===== config.mk =====
export PLATFORM = sky130hd
export DESIGN_NAME = dpbram_frame_sched
export DESIGN_NICKNAME = d
export VERILOG_FILES = /design/src/rtl/dpbram_frame_sched.sv
export SDC_FILE = /design/constraint.sdc
export NUM_CORES = 1
export LEC_CHECK = 0
export ABC_AREA = 1
export CAP_MARGIN = 25
export CORE_ASPECT_RATIO = 1.4
export CORE_UTILIZATION = 38
export CTS_CLUSTER_DIAMETER = 200
export CTS_CLUSTER_SIZE = 16
export DETAILED_ROUTE_END_ITERATION = 8
export PLACE_DENSITY_LB_ADDON = 0.3
export SLEW_MARGIN = 20
export SYNTH_ARGS = -nofsm -noshare
export SYNTH_HDL_FRONTEND = slang
export SYNTH_SLANG_ARGS = --single-unit

===== constraint.sdc =====
create_clock -name i_clk -period 1.63 [get_ports i_clk]
set_input_delay 0.2445 -clock i_clk [delete_from_list [all_inputs] [get_ports i_clk]]
set_output_delay 0.2445 -clock i_clk [all_outputs]
set_load 0.02 [all_outputs]

===== src/rtl/dpbram_frame_sched.sv =====
// Frame scheduler for the XINTF DPBRAM write port: per tick, writes the ADC
// feedback words, then up to CFG_PER_FRAME queued config writes, then handshakes with the DSP.
module dpbram_frame_sched #(
    parameter int ADDR_WIDTH    = 9,
    parameter int FAST_BASE     = 0,
    parameter int CFG_PER_FRAME = 2,
    parameter int WAIT_TIMEOUT  = 4096
) (
    input  logic                  i_clk,
    input  logic                  i_rst,
    input  logic                  i_tick,
    input  logic [31:0]           i_c_data,
    input  logic [31:0]           i_v_data,
    input  logic                  i_cfg_valid,
    output logic                  o_cfg_ready,
    input  logic [ADDR_WIDTH-1:0] i_cfg_addr,
    input  logic [31:0]           i_cfg_data,
    output logic [ADDR_WIDTH-1:0] o_addr,
    output logic                  o_ce,
    output logic                  o_we,
    output logic [15:0]           o_din,
    output logic                  o_w_valid,
    input  logic                  i_w_ready,
    input  logic                  i_clr,
    output logic                  o_busy,
    output logic                  o_overrun,
    output logic                  o_timeout,
    output logic [15:0]           o_frame_cnt
);

    localparam int TW = $clog2(WAIT_TIMEOUT + 1);

    localparam logic [ADDR_WIDTH-1:0] FAST_ADDR0 = ADDR_WIDTH'(FAST_BASE);
    localparam logic [ADDR_WIDTH-1:0] FAST_ADDR1 = ADDR_WIDTH'(FAST_BASE + 1);
    localparam logic [ADDR_WIDTH-1:0] FAST_ADDR2 = ADDR_WIDTH'(FAST_BASE + 2);
    localparam logic [ADDR_WIDTH-1:0] FAST_ADDR3 = ADDR_WIDTH'(FAST_BASE + 3);

    typedef enum logic [3:0] {
        S_IDLE,
        S_FAST0,
        S_FAST1,
        S_FAST2,
        S_FAST3,
        S_CFG_ACC,
        S_CFG_LO,
        S_CFG_HI,
        S_SIGNAL
    } state_t;

    state_t                  state;
    state_t                  state_next;
    logic [31:0]             c_q;
    logic [31:0]             v_q;
    logic [31:0]             cfg_data_q;
    logic [ADDR_WIDTH-1:0]   cfg_addr_q;
    logic [3:0]              credit;
    logic [TW-1:0]           wait_cnt;

    logic                    frame_start;
    logic                    cfg_take;
    logic                    handshake;
    logic                    timeout_hit;

    logic                    wr_en;
    logic [ADDR_WIDTH-1:0]   wr_addr;
    logic [15:0]             wr_din;

    assign frame_start = (state == S_IDLE) && i_tick;
    assign cfg_take    = (state == S_CFG_ACC) && i_cfg_valid;
    assign handshake   = (state == S_SIGNAL) && i_w_ready;
    assign timeout_hit = (state == S_SIGNAL) && !i_w_ready
                         && (wait_cnt == TW'(WAIT_TIMEOUT - 1));

    always_comb begin
        // NOTE: every always_comb output gets a default first so no path leaves it unassigned (no latch).
        state_next = state;
        case (state)
            S_IDLE:    if (i_tick) state_next = S_FAST0;
            S_FAST0:   state_next = S_FAST1;
            S_FAST1:   state_next = S_FAST2;
            S_FAST2:   state_next = S_FAST3;
            S_FAST3:   state_next = S_CFG_ACC;
            S_CFG_ACC: state_next = cfg_take ? S_CFG_LO : S_SIGNAL;
            S_CFG_LO:  state_next = S_CFG_HI;
            S_CFG_HI:  state_next = (credit != 4'd0) ? S_CFG_ACC : S_SIGNAL;
            S_SIGNAL:  if (handshake || timeout_hit) state_next = S_IDLE;
            default:   state_next = S_IDLE;
        endcase
    end

    // Write port contents are chosen from the state being entered so the bus is registered.
    // FAST0 and CFG_LO are entered on the same edge that captures their source, so they read the inputs.
    always_comb begin
        wr_en   = 1'b0;
        wr_addr = '0;
        wr_din  = '0;
        case (state_next)
            S_FAST0: begin
                wr_en   = 1'b1;
                wr_addr = FAST_ADDR0;
                wr_din  = i_c_data[15:0];
            end
            S_FAST1: begin
                wr_en   = 1'b1;
                wr_addr = FAST_ADDR1;
                wr_din  = c_q[31:16];
            end
            S_FAST2: begin
                wr_en   = 1'b1;
                wr_addr = FAST_ADDR2;
                wr_din  = v_q[15:0];
            end
            S_FAST3: begin
                wr_en   = 1'b1;
                wr_addr = FAST_ADDR3;
                wr_din  = v_q[31:16];
            end
            S_CFG_LO: begin
                wr_en   = 1'b1;
                wr_addr = i_cfg_addr;
                wr_din  = i_cfg_data[15:0];
            end
            S_CFG_HI: begin
                wr_en   = 1'b1;
                wr_addr = cfg_addr_q + ADDR_WIDTH'(1);
                wr_din  = cfg_data_q[31:16];
            end
            default: begin
                wr_en   = 1'b0;
                wr_addr = '0;
                wr_din  = '0;
            end
        endcase
    end

    // NOTE: sequential state uses non-blocking assignments so every register samples pre-edge values.
    always_ff @(posedge i_clk) begin
        if (i_rst) begin
            state       <= S_IDLE;
            c_q         <= '0;
            v_q         <= '0;
            cfg_addr_q  <= '0;
            cfg_data_q  <= '0;
            credit      <= '0;
            wait_cnt    <= '0;
            o_ce        <= 1'b0;
            o_we        <= 1'b0;
            o_addr      <= '0;
            o_din       <= '0;
            o_cfg_ready <= 1'b0;
            o_w_valid   <= 1'b0;
            o_busy      <= 1'b0;
            o_overrun   <= 1'b0;
            o_timeout   <= 1'b0;
            o_frame_cnt <= '0;
        end else begin
            state <= state_next;

            if (frame_start) begin
                c_q    <= i_c_data;
                v_q    <= i_v_data;
                credit <= 4'(CFG_PER_FRAME);
            end

            if (cfg_take) begin
                cfg_addr_q <= i_cfg_addr;
                cfg_data_q <= i_cfg_data;
                credit     <= credit - 4'd1;
            end

            if (state == S_SIGNAL) wait_cnt <= wait_cnt + TW'(1);
            else                   wait_cnt <= '0;

            o_ce <= wr_en;
            o_we <= wr_en;
            if (wr_en) begin
                o_addr <= wr_addr;
                o_din  <= wr_din;
            end

            o_cfg_ready <= (state_next == S_CFG_ACC);
            o_w_valid   <= (state_next == S_SIGNAL);
            o_busy      <= (state_next != S_IDLE);

            if (handshake) o_frame_cnt <= o_frame_cnt + 16'd1;

            // Set events take priority over a coincident clear.
            if (i_tick && state != S_IDLE) o_overrun <= 1'b1;
            else if (i_clr)                o_overrun <= 1'b0;

            if (timeout_hit) o_timeout <= 1'b1;
            else if (i_clr)  o_timeout <= 1'b0;
        end
    end

endmodule


==> results by group <==
Timing
  – Highest clock rate: 0.626 GHz
  – Final period util: 98.0%
  – Setup TNS: 0 ns
  – Final min period: 1.60 ns
  – Slew headroom: 70.8%
  – Max-slew violation count: 0
  – Final setup fails: 0
  – Worst Tran Pin Value: 0.437 ns
  – Clk_skew: 0.00916 ns
  – Final hold vios: 0

Layout
  – Ant. Diodes: 0
  – Area grow syn2layout: 41.6%
  – Share of cells above drive strength 1: 9.15%
  – # nets final: 1,261
  – Final Util: 54.9%

GRT
  – Met2 usage: 40.6%
  – Met3 capacity usage during global routing: 4.61%
  – Largest net degree at the start of global routing: 95
  – First-pass GRT wire length: 30.8 mm
  – GR Util met1: 24.2%
  – Initial antenna violation count: 0
  – Tot GR Track Use: 22.3%
  – GRT Residual Overflow: 0
  – Vias in the first global route: 6,484
  – Global route hottest layer: met2

Detailed routing
  – Initial DRT Pass Iterations: 5
  – Via count: 6,842
  – Drt wl/cell: 14.2 um
  – Vias per inst: 5.03
  – Routed WL: 19.3 mm
  – Number of routed nets with antenna violations: 0
  – Initial DRC count: 408
  – Drt drc: 0

Floorplanning
  – Die Y: 157 um
  – Starting Density: 38.8%
  – # IOs: 159
  – Row count: 56
  – Die width: 112 um
  – Area of the die: 0.0176 mm^2
  – Core area: 0.0167 mm^2

Critical path
  – Buf/Inv on CP: 1
  – Delay-heaviest family, CP: buffers and inverters
  – Critical Path RT: 1.39 ns
  – Crit Path Class: reg -> out
  – Startpoint Class: register
  – CP Max Fanout: 2
  – Crit path largest cell delay: 0.61 ns
  – Worst Setup End Kind: output pin
  – CP Data Arrival Time: 1.35 ns
  – Critical path's slowest cell: clkdlybuf4s50_1
  – Crit path cell chain: clkdlybuf4s50_1

Synthesis
  – Mapped Cells: 970
  – Synth Cell Area: 0.00649 mm^2
  – Number of synthesized flops with an enable pin: 0
  – Syn Area/Cell: 6.69 um^2
  – Synth warnings: 0
  – Synth top cells by count: 288 x nand2_1, 141 x dfxtp_1, 125 x a21oi_1
  – Cell with the most instances after synthesis: nand2_1
  – Cell taking the most area after synthesis: dfxtp_1
  – Syn Nets: 1,086
  – Top cells by area, synth: dfxtp_1 43%, nand2_1 17%, a21oi_1 9.6%
  – Yosys cell types: 31
  – Register area share after synthesis: 43.5%
  – Synth Register Bits: 141
  – Top-area cell type share of the netlist area: 43.5%
  – Primary FF master, synth: dfxtp_1
  – Post-synth ARST share: 0%

CTS
  – Root buffer cell: clkbuf_16
  – Worst-path clk slew: 0.06 ns
  – Maximum buffer depth of the clock tree: 2
  – CTS tree: yes
  – H-tree depth: 4
  – Clock sink total: 141
  – Clock Latency Late Sink: 0.42 ns
  – TritonCTS Buffers: 17

Job
  – MaxCap Viol Count: 0

Power and ir drop
  – LEAKAGE: 3.90 nW
  – Pwr dens: 1070 mW/mm^2
  – Worst VDD drop: 0.509 mV

Placed design
  – Hpwl dp: 14.0 mm
  – PortBufs: 158
  – Gpl congestion: 0.871

Status
  – Outcome: finished clean

Min path
  – Hold Path Class: in -> reg
==> layout by cell type, fill, tap and decap left out, types with 5 or more instances in the layout <==
cell type,netlist,routed
buf_4,6,34
nor2_2,5,6
nor2_1,89,86
nand3_1,97,97
o21ai_1,9,9
clkbuf_16,0,17
dfxtp_1,141,137
nand4_1,10,10
dlymetal6s2s_1,0,9
nor3_1,5,5
dlygate4sd2_1,0,31
ha_1,5,5
inv_2,7,7
clkdlybuf4s50_1,0,117
inv_1,86,86
nand2_1,288,287
a21oi_1,125,125
buf_12,0,9
o21ai_0,35,35
==> tightest hold or removal path: cells and delay by family <==
family	cells	cell delay, ns
buffers and inverters	2	0.35
AND/OR/NAND/NOR	1	0.13
==> where the power goes <==
group          switching (mW)  internal (mW)  total (mW)
sequential              0.149           3.73        3.88
combinational            1.14          0.856        1.99
clock                    1.52           2.46        3.98
total                    2.81           7.04        9.85
==> sequential cells by signal, summed over array words and instances (netlist names), 4 cells and up <==
register and count:
cfg_addr_q 9, o_din 16, o_addr 9, c_q 16, credit 4, wait_cnt 13, cfg_data_q 16, state 4
o_frame_cnt 16, v_q 32
==> stage by stage <==
stage	area [um^2]	power (mW)	hold WS (ns)	setup slack (ns)	cells
2_1_floorplan	6490	5.00	0.387	0.0624	970
6_report	9200	9.85	0.373	0.0332	1361
3_3_place_gp	8540	5.93	0.430	-0.0624	1326
4_1_cts	9110	9.88	0.362	0.00103	1358
5_1_grt	9200	10.3	0.376	-0.00250	1361
3_5_place_dp	8540	5.95	0.442	-0.0795	1326
==> cells by family (layout without fill, tap and decap cells) <==
family	count (synthesis)	count (layout)	synth area share, %
adder cells (fa/ha/maj)	5	5	0.964
buffers and inverters	141	329	8.81
AND/OR/NAND/NOR	504	504	32.5
AO/OA/AOI/OAI	175	175	13.7
flip-flops	141	141	43.5
XOR/XNOR	4	4	0.540
==> cell type report <==
| class | instances | area, um^2 |
|---|---|---|
| fillers | 1620 | 7550 |
| multi-input cells | 688 | 3130 |
| flip-flops and latches | 141 | 2830 |
| repair buffers | 204 | 2030 |
| clock buffers | 19 | 443 |
| inverters | 93 | 349 |
| well taps | 203 | 254 |
| clock inverters | 13 | 166 |
==> metal layers <==
layer | up-vias | routed length, um
met1 | 3073 | 7510
met2 | 249 | 10000
li1 | 3466 | -
met5 | - | 0
met4 | 0 | 809
met3 | 54 | 936
==> final timing paths <==
| path | slack, ns | startpoint | cells after the start | endpoint |
|---|---|---|---|---|
| max | 0.03 | o_addr[6] | 1 | o_addr[6] |
| min | 0.37 | i_rst | 3 | o_din[7] |
| max reg2reg | 0.11 | state[2] | 7 | o_din[2] |
| min reg2reg | 0.45 | wait_cnt[0] | 1 | wait_cnt[0] |
==> repair_timing <==
item / CTS / global route
gates resized for setup: 31 / 23
hold buffers: 0 / 0
endpoints found under the setup margin: 31 / 66
pin swaps: 0 / 1
setup buffers: 0 / 3
No activity file was read; power rests on OpenSTA's default activity.
